**config.mk**
```make
export PLATFORM = sky130hd
export DESIGN_NAME = noc_input_buffer
export DESIGN_NICKNAME = d
export VERILOG_FILES = /design/src/rtl/noc_input_buffer_pkg.sv /design/src/rtl/noc_input_buffer_flit_fifo.sv /design/src/rtl/noc_input_buffer.sv
export SDC_FILE = /design/constraint.sdc
export NUM_CORES = 1
export LEC_CHECK = 0
export ABC_AREA = 1
export BUFFER_PORTS_ARGS = -buffer_cell sky130_fd_sc_hd__buf_2
export CAP_MARGIN = 25
export CORE_ASPECT_RATIO = 2
export CORE_MARGIN = 5
export CORE_UTILIZATION = 45
export DETAILED_ROUTE_END_ITERATION = 8
export PLACE_DENSITY = 0.66
export SETUP_SLACK_MARGIN = 0.05
export SYNTH_ARGS = -nofsm -noshare
export SYNTH_HDL_FRONTEND = slang
export SYNTH_SLANG_ARGS = --single-unit
```
**constraint.sdc**
```tcl
create_clock -name noc_clk -period 1.86 [get_ports noc_clk]
set_input_delay 0.558 -clock noc_clk [delete_from_list [all_inputs] [get_ports noc_clk]]
set_output_delay 0.558 -clock noc_clk [all_outputs]
set_load 0.02 [all_outputs]
```
**src/rtl/noc_input_buffer_pkg.sv**
```systemverilog
// Shared NoC parameters: flit/coordinate widths, header field offsets,
// output-direction codes, the buffered flit entry layout and the XY route
// function. Reused by the router input buffer and the switch allocator.
package noc_input_buffer_pkg;

    localparam int Noc_Data_Width = 32;
    localparam int Noc_ID_X_Width = 4;
    localparam int Noc_ID_Y_Width = 4;

    // Header flit field offsets (destination X in the low bits, Y above it).
    localparam int Noc_Hdr_X_Lsb = 0;
    localparam int Noc_Hdr_Y_Lsb = Noc_ID_X_Width;

    // Output direction codes.
    localparam logic [2:0] Noc_Port_Local = 3'd0;
    localparam logic [2:0] Noc_Port_East  = 3'd1;
    localparam logic [2:0] Noc_Port_West  = 3'd2;
    localparam logic [2:0] Noc_Port_North = 3'd3;
    localparam logic [2:0] Noc_Port_South = 3'd4;

    typedef enum logic {
        FRM_IDLE = 1'b0,
        FRM_BODY = 1'b1
    } frm_state_e;

    // One buffered flit: payload, framing flags and the packet's direction.
    typedef struct packed {
        logic [Noc_Data_Width-1:0] flit;
        logic                      is_header;
        logic                      is_tail;
        logic [2:0]                route;
    } flit_entry_t;

    // Dimension-ordered routing: resolve X first, then Y; unsigned compares.
    function automatic logic [2:0] xy_route(
        input logic [Noc_ID_X_Width-1:0] dest_x,
        input logic [Noc_ID_Y_Width-1:0] dest_y,
        input logic [Noc_ID_X_Width-1:0] my_x,
        input logic [Noc_ID_Y_Width-1:0] my_y
    );
        if (dest_x > my_x)      return Noc_Port_East;
        else if (dest_x < my_x) return Noc_Port_West;
        else if (dest_y > my_y) return Noc_Port_North;
        else if (dest_y < my_y) return Noc_Port_South;
        else                    return Noc_Port_Local;
    endfunction

endpackage

```
**src/rtl/noc_input_buffer_flit_fifo.sv**
```systemverilog
// noc_flit_fifo: generic DEPTH-entry register FIFO (DEPTH a power of two).
// Ports: clk_i/rst_ni; write side wr_vld_i/wr_dat_i (ignored when full);
// read side rd_vld_o/rd_dat_o/rd_rdy_i; count_o is the registered entry count.
module noc_flit_fifo #(
    parameter int WIDTH = 8,
    parameter int DEPTH = 4
) (
    input  logic                       clk_i,
    input  logic                       rst_ni,
    input  logic                       wr_vld_i,
    input  logic [WIDTH-1:0]           wr_dat_i,
    output logic                       rd_vld_o,
    output logic [WIDTH-1:0]           rd_dat_o,
    input  logic                       rd_rdy_i,
    output logic [$clog2(DEPTH):0]     count_o
);

    localparam int AW = $clog2(DEPTH);
    localparam int CW = AW + 1;

    logic [WIDTH-1:0] mem_q [DEPTH];
    logic [AW-1:0]    wr_ptr_q, wr_ptr_d;
    logic [AW-1:0]    rd_ptr_q, rd_ptr_d;
    logic [CW-1:0]    count_q, count_d;
    logic             wr_en, rd_en;

    // A write at full is refused even if a read happens in the same cycle.
    assign wr_en = wr_vld_i && (count_q != CW'(DEPTH));
    assign rd_en = rd_rdy_i && (count_q != '0);

    assign wr_ptr_d = wr_en ? wr_ptr_q + 1'b1 : wr_ptr_q;
    assign rd_ptr_d = rd_en ? rd_ptr_q + 1'b1 : rd_ptr_q;
    assign count_d  = count_q + CW'(wr_en) - CW'(rd_en);

    always_ff @(posedge clk_i or negedge rst_ni) begin
        if (!rst_ni) begin
            wr_ptr_q <= '0;
            rd_ptr_q <= '0;
            count_q  <= '0;
            for (int i = 0; i < DEPTH; i++) begin
                mem_q[i] <= '0;
            end
        end else begin
            wr_ptr_q <= wr_ptr_d;
            rd_ptr_q <= rd_ptr_d;
            count_q  <= count_d;
            if (wr_en) begin
                mem_q[wr_ptr_q] <= wr_dat_i;
            end
        end
    end

    assign rd_vld_o = (count_q != '0);
    assign rd_dat_o = mem_q[rd_ptr_q];
    assign count_o  = count_q;

endmodule

```
**src/rtl/noc_input_buffer.sv**
```systemverilog
// Router input-port buffer: checks wormhole framing, computes the XY output
// direction from headers and queues flit+flags+route in a DEPTH-entry FIFO.
// Ports: in_* upstream valid/ready flit stream; out_* head entry with route;
// framing_error pulses for each dropped flit; occupancy is the entry count.
module noc_input_buffer
    import noc_input_buffer_pkg::*;
#(
    parameter logic [Noc_ID_X_Width-1:0] X_ID  = '0,
    parameter logic [Noc_ID_Y_Width-1:0] Y_ID  = '0,
    parameter int                        DEPTH = 4
) (
    input  logic                      noc_clk,
    input  logic                      noc_rst_n,
    input  logic                      in_valid,
    output logic                      in_ready,
    input  logic [Noc_Data_Width-1:0] in_flit,
    input  logic                      in_is_header,
    input  logic                      in_is_tail,
    output logic                      out_valid,
    input  logic                      out_ready,
    output logic [Noc_Data_Width-1:0] out_flit,
    output logic                      out_is_header,
    output logic                      out_is_tail,
    output logic [2:0]                out_route,
    output logic                      framing_error,
    output logic [$clog2(DEPTH):0]    occupancy
);

    localparam int CW = $clog2(DEPTH) + 1;

    frm_state_e  state_q, state_d;
    logic [2:0]  route_q, route_d;
    logic        framing_error_q;
    logic        accept, enq, drop;
    logic [2:0]  hdr_route;
    flit_entry_t wr_entry, rd_entry;
    logic [CW-1:0] count;

    assign in_ready = (count != CW'(DEPTH));
    assign accept   = in_valid && in_ready;

    assign hdr_route = xy_route(in_flit[Noc_Hdr_X_Lsb +: Noc_ID_X_Width],
                                in_flit[Noc_Hdr_Y_Lsb +: Noc_ID_Y_Width],
                                X_ID, Y_ID);

    // Framing: mis-framed flits are still handshaked (so upstream drains)
    // but never enter the FIFO.
    always_comb begin
        state_d = state_q;
        route_d = route_q;
        enq     = 1'b0;
        drop    = 1'b0;
        if (accept) begin
            case (state_q)
                FRM_IDLE: begin
                    if (in_is_header) begin
                        enq     = 1'b1;
                        route_d = hdr_route;
                        if (!in_is_tail) state_d = FRM_BODY;
                    end else begin
                        drop = 1'b1;
                    end
                end
                FRM_BODY: begin
                    if (in_is_header) begin
                        drop = 1'b1;
                    end else begin
                        enq = 1'b1;
                        if (in_is_tail) state_d = FRM_IDLE;
                    end
                end
                default: state_d = FRM_IDLE;
            endcase
        end
    end

    always_ff @(posedge noc_clk or negedge noc_rst_n) begin
        if (!noc_rst_n) begin
            state_q         <= FRM_IDLE;
            route_q         <= Noc_Port_Local;
            framing_error_q <= 1'b0;
        end else begin
            state_q         <= state_d;
            route_q         <= route_d;
            framing_error_q <= drop;
        end
    end

    // Header carries its own freshly computed route; body/tail use the stored one.
    always_comb begin
        wr_entry           = '0;
        wr_entry.flit      = in_flit;
        wr_entry.is_header = in_is_header;
        wr_entry.is_tail   = in_is_tail;
        wr_entry.route     = in_is_header ? hdr_route : route_q;
    end

    noc_flit_fifo #(
        .WIDTH ($bits(flit_entry_t)),
        .DEPTH (DEPTH)
    ) u_fifo (
        .clk_i    (noc_clk),
        .rst_ni   (noc_rst_n),
        .wr_vld_i (enq),
        .wr_dat_i (wr_entry),
        .rd_vld_o (out_valid),
        .rd_dat_o (rd_entry),
        .rd_rdy_i (out_ready),
        .count_o  (count)
    );

    assign out_flit      = rd_entry.flit;
    assign out_is_header = rd_entry.is_header;
    assign out_is_tail   = rd_entry.is_tail;
    assign out_route     = rd_entry.route;
    assign framing_error = framing_error_q;
    assign occupancy     = count;

endmodule

```
Word-level counts from Yosys, hierarchy flattened
Cells that the tools add are included.
{ "op_classes": {"mux": 21, "add_sub_neg": 4, "eq_ne": 1, "n_bitwise": 3, "reduce_logical": 6, "n_lt_le_gt_ge": 7} }
{ "ops": {"columns": ["cell", "count"], "rows": [
  ["148-bit bitwise mux", 1],
  ["37-bit two-way mux", 3],
  ["37-bit binary-select mux with 2-bit select", 1],
  ["37-bit demux with 2-bit select", 1],
  ["3-bit two-way mux", 5],
  ["4-bit by 1-bit greater-than comparator with 1-bit output, second input constant", 2],
  ["4-bit by 1-bit less-than comparator with 1-bit output, second input constant", 2],
  ["1-bit two-way mux", 7],
  ["3-bit >= comparator, second input constant", 2],
  ["2-bit NOT with 3-bit output", 2],
  ["1-bit case mux with 2 select lines", 3],
  ["2-bit by 1-bit adder with 2-bit output, second input constant", 2],
  ["1-bit logical AND", 4],
  ["3-bit by 1-bit adder with 3-bit output", 1],
  ["3-bit by 1-bit less-than comparator with 1-bit output, second input constant", 1],
  ["3-bit != test, second input constant", 1],
  ["3-bit nonzero test", 1],
  ["3-bit by 1-bit subtractor with 3-bit output", 1],
  ["2-bit AND reduction", 1],
  ["1-bit NOT", 1]
]} }
{ "totals": {"output_inout_bits": 43, "regBits": 160} }

Logic depth before layout (Yosys ltp)
Gate-level depths: netlist of the first run.
{ "logic_depth": {"depth_word": 7, "ltp_mapped": 10, "mapped_depth_nobuf": 10} }

Hierarchy
Synthesis of the first run repeated with hierarchy kept, for this count alone.
{ "hier_totals": {"cells_unflattened": 1000, "hier_area_um2": 7918.8} }
{ "modules_own_cells": {"columns": ["module", "cells_each", "area_each_um2", "n_inst"], "rows": [
  ["noc_flit_fifo", 953, 7607.3, 1],
  ["noc_input_buffer", 47, 311.5, 1]
]} }

Least setup slack after synthesis of the first run
No wires, ideal clock.
{ "synth_timing": {"kind": "register -> register", "from": "register u_fifo.count_q[1] (netlist: u_fifo.count_o[1])", "to": "register u_fifo.count_q[2] (netlist: u_fifo.count_o[2])", "setup_slack_ps": -232, "stages_incl_launch_ff": 11, "n_path_buf": 0, "arrival_ps": 1969, "path_cell_list": "dfrtp_1 > nor2_1 > nand2_1 > nand2_1 > inv_1 > ha_1 > inv_1 > ha_1 > inv_1 > fa_1 > xnor2_1"} }
{ "synth_via": {"word_cells_on_any_way": 8, "cone_classes": "add/sub: 2; eq/ne: 1; mux: 1; reduce/logical: 4"} }
{ "synth_lines": {"columns": ["item", "line_no", "source"], "rows": [
  ["start: declaration", "noc_input_buffer_flit_fifo.sv:24", "logic [CW-1:0] count_q, count_d;"],
  ["start signal: assignment", "noc_input_buffer_flit_fifo.sv:46", "count_q <= count_d;"],
  ["3-bit nonzero test", null, null],
  ["net out_valid", "noc_input_buffer.sv:19", "output logic out_valid,"],
  ["1-bit logical AND", "noc_input_buffer_flit_fifo.sv:29", "assign rd_en = rd_rdy_i && (count_q != '0);"],
  ["net u_fifo.rd_en", "noc_input_buffer_flit_fifo.sv:25", "logic wr_en, rd_en;"],
  ["3-bit by 1-bit subtractor with 3-bit output", "noc_input_buffer_flit_fifo.sv:33", "assign count_d = count_q + CW'(wr_en) - CW'(rd_en);"],
  ["net u_fifo.count_d[2]", "noc_input_buffer_flit_fifo.sv:24", null]
]} }
The timed path passes the listed nets, and every way through them passes these cells.
A chain may end at the register's enable or synchronous reset.

Worst setup path after layout of the first run
{ "layout_timing": {"from": "register u_fifo.rd_ptr_q[0]", "to": "output port out_flit[16]"} }
{ "layout_via": {"elab_chain_len": 4} }
{ "layout_lines": {"columns": ["item", "line_no", "source"], "rows": [
  ["start: declaration", "noc_input_buffer_flit_fifo.sv:23", "logic [AW-1:0] rd_ptr_q, rd_ptr_d;"],
  ["start signal: assignment", "noc_input_buffer_flit_fifo.sv:45", "rd_ptr_q <= rd_ptr_d;"],
  ["2-bit NOT with 3-bit output (not written as such)", "noc_input_buffer_flit_fifo.sv:54", "assign rd_dat_o = mem_q[rd_ptr_q];"],
  ["37-bit binary-select mux with 2-bit select", "noc_input_buffer_flit_fifo.sv:54", null],
  ["37-bit two-way mux (not written as such) (2 in a row)", "noc_input_buffer_flit_fifo.sv:54", null],
  ["end: declaration", "noc_input_buffer.sv:21", "output logic [Noc_Data_Width-1:0] out_flit,"]
]} }
No other way between the ends. The select of a mux whose other input is x is not followed.

==> impl_metrics.csv, run 1 <==
group,metric,value,unit
setup_path,start_kind,"register",
global_route,grt_pass1_vias,6717,
final_layout,final_cells,1231,
die,die_h,191,um
detailed_routing,firstDrtPassIters,5,
global_route,grt_pass1_wl,34.2,mm
detailed_routing,wl_per_cell,17.9,um
final_layout,antenna_cells,0,
final_layout,utilization,0.603,
place,post-place-ws,-0.0141,ns
final_layout,layout_common_cells,"nand2_1, dfrtp_1, nor2_1, o21ai_1, buf_2",
global_route,grt_usage,0.231,
detailed_routing,via_per_inst,5.30,
timing,worst_slack,-0.388,ns
yosys,ys_warn_count,0,
place,detailed_place_hpwl,12.8,mm
place,gp_congestion,0.778,
clocking,clock_path_buffers,2,
clocking,cts_buffers,17,
clocking,postCtsHoldBufs,0,
final_layout,fillers,1460,
detailed_routing,drc,0,
die,die_w,100,um
timing,min_period_over_period,1.21,
timing,tightestPinTransition,0.352,ns
setup_path,worstSetupPathType,"register to output port",
final_layout,final_common_cell,"nand2_1",
yosys,ys_types,26,
setup_path,critPathMaxStageDelay,0.44,ns
timing,rsz0062_at_grt,"true",
setup_path,r2r_slack,0.04,ns
setup_path,cp-end-kind,"output port",
yosys,synth_area,7370,sq um
detailed_routing,vias,6528,
setup_path,critPathMaxFanout,12,
clocking,clkLatencyLatePin,0.43,ns
die,initial_core_util,0.455,
timing,layout_min_cycle_time,2.25,ns
yosys,ys_ff_latch,160,
final_layout,seqCellArea,4010,sq um
setup_path,cp_common_cell,"buf_12",
power,powerDensity,2040,nW/um^2
timing,skew,0.00525,ns
clocking,htree_levels,4,
yosys,netlist_instances,917,
detailed_routing,first_iter_violations,391,
setup_path,slowest_stage,"dfrtp_2",
hold_path,hp-class,"input port to async pin",
yosys,syn_avg_cell_area,8.04,sq um
die,rows,66,
timing,fmax,445,MHz
detailed_routing,drt-total-wl,22.0,mm
timing,drv_slew,0,
final_layout,nNetsFinal,1059,
global_route,grt.overflow.total,0,
die,design.die.area,19200,sq um
place,port_buffers,80,
setup_path,r2r-end,"u_fifo.mem_q[18]$_DFFE_PN0P_",
setup_path,r2r_start,"u_fifo.count_o[1]$_DFF_PN0_",
outcome,violations,"negative setup slack",
job,maxCapViolCount,0,
detailed_routing,ant_nets,0,
timing,hold_viol_final,0,
clocking,cts.sinks,160,
clocking,cts_tree,"yes",
yosys,syn_nets,962,
clocking,ctsRootBufferMaster,"clkbuf_16",
setup_path,reg2reg_depth,11,
global_route,antenna_found_initial,1,
die,pin_count,81,
timing,slew_headroom,0.766,
power,p_leak,4.94,nW
setup_path,path_buf_inv,4,
setup_path,crit_chain,"buf_12, buf_12, buf_16, nor2_2, o22ai_2, buf_2",
setup_path,critPathTopFamily,"buffers and inverters",
clocking,clkTransAtPathRegs,0.06,ns
die,core-area,16200,sq um
place,dp.cells,1188,
final_layout,drive_gt1_frac,0.309,
final_layout,multiInputGateArea,3610,sq um
yosys,synth_seq_area_share,0.543,
power,vdd_drop_max,0.935,mV
setup_path,crit_required,1.30,ns
timing,setup_viol,37,
setup_path,cp.arrival,1.69,ns
global_route,grt_max_degree,44,
outcome,status,"finished with violations",
final_layout,area_growth,32.4,%
power,finalPower,19.9,mW
synthesized netlist by cell type:
cell type  count  area [sq um]
a21oi_1        4          20.0
buf_2         17          85.1
buf_4          1          7.51
buf_6         13           146
clkbuf_1      17          63.8
dfrtp_1      160          4000
fa_1           1          20.0
ha_1           6          75.1
inv_1         18          67.6
inv_2          1          3.75
inv_4          1          6.26
nand2_1      456          1710
nand2_2        6          37.5
nand2_4        2          22.5
nand2_8        1          20.0
nand3_1        2          10.0
nand4_1        1          6.26
nor2_1        87           327
nor2_8         1          20.0
nor3_1         1          5.00
nor3_4         4          65.1
o21ai_0       75           375
o21ai_1        1          5.00
o22ai_1       37           231
xnor2_1        2          17.5
xor2_1         2          17.5
cell type report:
cell class / instances / area share
Clock inverter: 13 / 0.0109
Multi-Input combinational cell: 689 / 0.370
Sequential cell: 160 / 0.411
Tap cell: 204 / 0.0262
Timing Repair Buffer: 126 / 0.126
Inverter: 20 / 0.00898
Clock buffer: 19 / 0.0464
through the flow:
stage / hold slack, ns / setup TNS (ns) / cell area [sq um]
global route: 0.0289 / -14.54 / 9760
detailed placement: 0.460 / -0.0141 / 8450
floorplan: 0.262 / -0.0182 / 7670
global placement: 0.456 / 0 / 8450
CTS: 0.0175 / -12.59 / 9280
finish: 0.0182 / -12.96 / 9760
worst max path at each step:
stage                                    from                          end  slack (ns)  depth (start not counted)
3_5_place_dp                     in_is_header  u_fifo.count_o[1]$_DFF_PN0_       -0.01                          9
2_1_floorplan     u_fifo.count_o[1]$_DFF_PN0_  u_fifo.count_o[1]$_DFF_PN0_       -0.02                         10
4_1_cts        u_fifo.rd_ptr_q[0]$_DFFE_PN0P_                 out_flit[11]       -0.40                          5
3_3_place_gp                        out_ready  u_fifo.count_o[1]$_DFF_PN0_        0.01                          9
6_report       u_fifo.rd_ptr_q[0]$_DFFE_PN0P_                 out_flit[16]       -0.39                          6
5_1_grt        u_fifo.rd_ptr_q[0]$_DFFE_PN0P_                 out_flit[27]       -0.43                          6
routing by layer:
metal | GRT usage | routed length, um | up-vias
met1 | 0.261 | 8320 | 3238
met2 | 0.420 | 12300 | 159
met5 | 0 | 13 | -
met3 | 0.0365 | 797 | 42
met4 | 0.102 | 607 | 2
li1 | - | - | 3087
power breakdown:
group          switching (mW)  internal [mW]  total (mW)
logic                    5.92           4.53        10.4
registers                1.12           5.03        6.16
clock network            1.51           1.80        3.31
flip-flops by register name (all words and copies together) (netlist names):
register,cells
framing_error,1
u_fifo.count_o,3
u_fifo.mem_q,148
route_q,3
u_fifo.rd_ptr_q,2
state_q,1
u_fifo.wr_ptr_q,2
cells by family after synthesis:
group	share of synthesized area
compound gates	0.0857
xor+xnor	0.00475
fa+ha+maj	0.0129
buf+inv	0.0516
flops	0.543
simple gates	0.302
repair_timing:
item,in CTS,in global routing
resized for setup,82,158
pin swaps,5,5
cloned,2,4
setup buffers,3,2
endpoints found under the hold margin,0,0
endpoints found under the setup margin,39,41
(Power assumes the default switching activity.)
==> run 2: changes to the inputs <==
- CTS_CLUSTER_SIZE: not set -> 16
- MAX_ROUTING_LAYER: not set -> met4
- clock period: 1.86 -> 1.9 ns (I/O delays scaled with it)
==> run 2 against run 1 <==
Effect of this change:
- the run still ends with negative setup slack left
- non-clock buffer count is 7 lower
- core utilization is 2.8 points lower
- flip-flop and latch count stayed put
- worst hold slack better by 0.048 ns
- global-route usage is 0.22 points lower
- routed wire length is 5.9% lower
- power is 8.8% lower
- sequential power is 5.8% lower
- cell count is 0.57% lower
- first-iteration DRC count is 9.2% higher
==> impl_metrics.csv, run 2 (same netlist as run 1, synthesis figures left out) <==
group,metric,value,unit
power,p_int,10.6,mW
detailed_routing,ant_nets,0,
power,swShare,0.418,
global_route,grt_pass1_vias,6536,
place,gp_congestion,0.774,
timing,fmax,449,MHz
detailed_routing,first_iter_violations,427,
timing,tightestPinTransition,0.437,ns
job,maxCapViolCount,0,
final_layout,final_area,9300,sq um
power,powerDensity,1950,nW/um^2
clocking,cts_tree,"yes",
place,placed_area,8470,sq um
die,initial_core_util,0.455,
outcome,violations,"negative setup slack",
place,port_buffers,80,
clocking,clkLatencyLatePin,0.42,ns
power,p_leak,4.86,nW
global_route,grt_usage,0.229,
timing,hold_viol_final,0,
detailed_routing,wl_per_cell,16.9,um
clocking,htree_levels,4,
final_layout,area_growth,26.2,%
setup_path,start_kind,"register",
detailed_routing,drt-total-wl,20.7,mm
detailed_routing,firstDrtPassIters,5,
setup_path,reg2reg_depth,10,
timing,slew_headroom,0.709,
die,die_h,191,um
final_layout,antenna_cells,0,
setup_path,cp.arrival,1.66,ns
power,pwr-share-comb,0.493,
timing,skew,0.00639,ns
timing,rsz0062_at_grt,"true",
hold_path,hp-class,"input port to async pin",
power,p_switching,7.59,mW
clocking,cts.sinks,160,
detailed_routing,via_per_inst,5.28,
power,pwr-share-seq,0.319,
timing,drv_slew,0,
final_layout,drive_gt1_frac,0.217,
timing,holdWs,0.0664,ns
power,vdd_drop_max,1.05,mV
global_route,grt_max_degree,42,
detailed_routing,vias,6458,
setup_path,cp-end-kind,"output port",
clocking,postCtsHoldBufs,0,
outcome,status,"finished with violations",
power,finalPower,18.2,mW
die,rows,66,
setup_path,worstSetupPathType,"register to output port",
setup_path,critPathMaxFanout,18,
clocking,clkTransAtPathRegs,0.06,ns
clocking,clock_path_buffers,2,
timing,min_period_over_period,1.17,
global_route,grt_pass1_wl,33.4,mm
final_layout,nNetsFinal,1052,
die,pin_count,81,
global_route,grt.overflow.total,0,
global_route,antenna_found_initial,0,
timing,layout_min_cycle_time,2.23,ns
final_layout,largest_reg_flops,148,
detailed_routing,drc,0,
timing,worst_slack,-0.327,ns
final_layout,layout_common_cells,"nand2_1, dfrtp_1, nor2_1, buf_4, buf_2",
die,design.die.area,19200,sq um
clocking,cts_buffers,17,
place,detailed_place_hpwl,12.6,mm
setup_path,crit_required,1.33,ns
timing,fin_tns_setup,-10.38,ns
clocking,ctsRootBufferMaster,"clkbuf_16",
power,p_clk_frac,0.188,
final_layout,utilization,0.575,
die,core-area,16200,sq um
die,die_w,100,um
final_layout,final_common_cell,"nand2_1",
timing,setup_viol,37,
final_layout,top_register,"u_fifo.mem_q",
[run 2: cell count changes in the layout (fill, tap and decap cells not counted), moves of 5 or more]
cell and delta:
nand2_1 +37, nand2_2 -37, o21ai_0 +33, nor2_1 +31, nor2_2 -24, o21ai_1 -14
o21ai_2 -14, nor2_4 -7, buf_6 -6, clkinvlp_4 -5, o21ai_4 -5
[run 2: path summary, 6_finish.rpt]
| kind | from | endpoint | slack [ns] |
|---|---|---|---|
| worst max-delay path | u_fifo.rd_ptr_q[0]$_DFFE_PN0P_ | out_flit[2] | -0.33 |
| worst min-delay path | noc_rst_n | framing_error$_DFF_PN0_ | 0.07 |
| worst max register to register | u_fifo.count_o[0]$_DFF_PN0_ | u_fifo.count_o[1]$_DFF_PN0_ | 0.10 |
| worst min register to register | u_fifo.mem_q[101]$_DFFE_PN0P_ | u_fifo.mem_q[101]$_DFFE_PN0P_ | 0.47 |
| max in group asynchronous | noc_rst_n | u_fifo.mem_q[123]$_DFFE_PN0P_ | 1.20 |
| min in group noc_clk | in_flit[25] | u_fifo.mem_q[104]$_DFFE_PN0P_ | 0.39 |
[run 2: area by class of cell]
class	count	area (sq um)
tap	204	255
clock inverter	14	155
inverter	20	82.6
sequential	160	4010
fill	1545	6880
multi-input combinational	689	3290
timing repair buffer	119	1080
clock buffer	18	429
[run 2: layer usage]
layer | global-route usage | part of all wire
met1 | 0.272 | 0.40
met2 | 0.395 | 0.53
met3 | 0.0362 | 0.049
met4 | 0.0727 | 0.018
met5 | - | 0
[run 2: per-stage QoR]
step	worst slack (ns)	std cells
6_report	-0.327	1224
5_1_grt	-0.384	1224
4_1_cts	-0.340	1221
3_5_place_dp	0.0436	1187
3_3_place_gp	0.0458	1187
2_1_floorplan	0.0110	917
[run 2: critical path: stages (launching register included)]
cell,delay (ns)
dfrtp_2,0.47
buf_6,0.22
o21ai_0,0.13
o22ai_2,0.22
buf_2,0.20
[run 2: repair_timing]
item / CTS / global route
pin swaps: 2 / 5
cloned: 1 / 2
buffers inserted: 1 / 1
endpoints found under the setup margin: 38 / 41
resized for setup: 47 / 45
[run 2: power by group through the flow]
stage	combinational (mW)	clock [mW]	sequential, mW
after CTS	8.71	3.46	5.74
after global placement	8.02	0	5.74
after detailed placement	8.12	0	5.79
final	8.96	3.41	5.80
after floorplan	5.65	0	5.62
after global routing	9.79	3.62	5.98
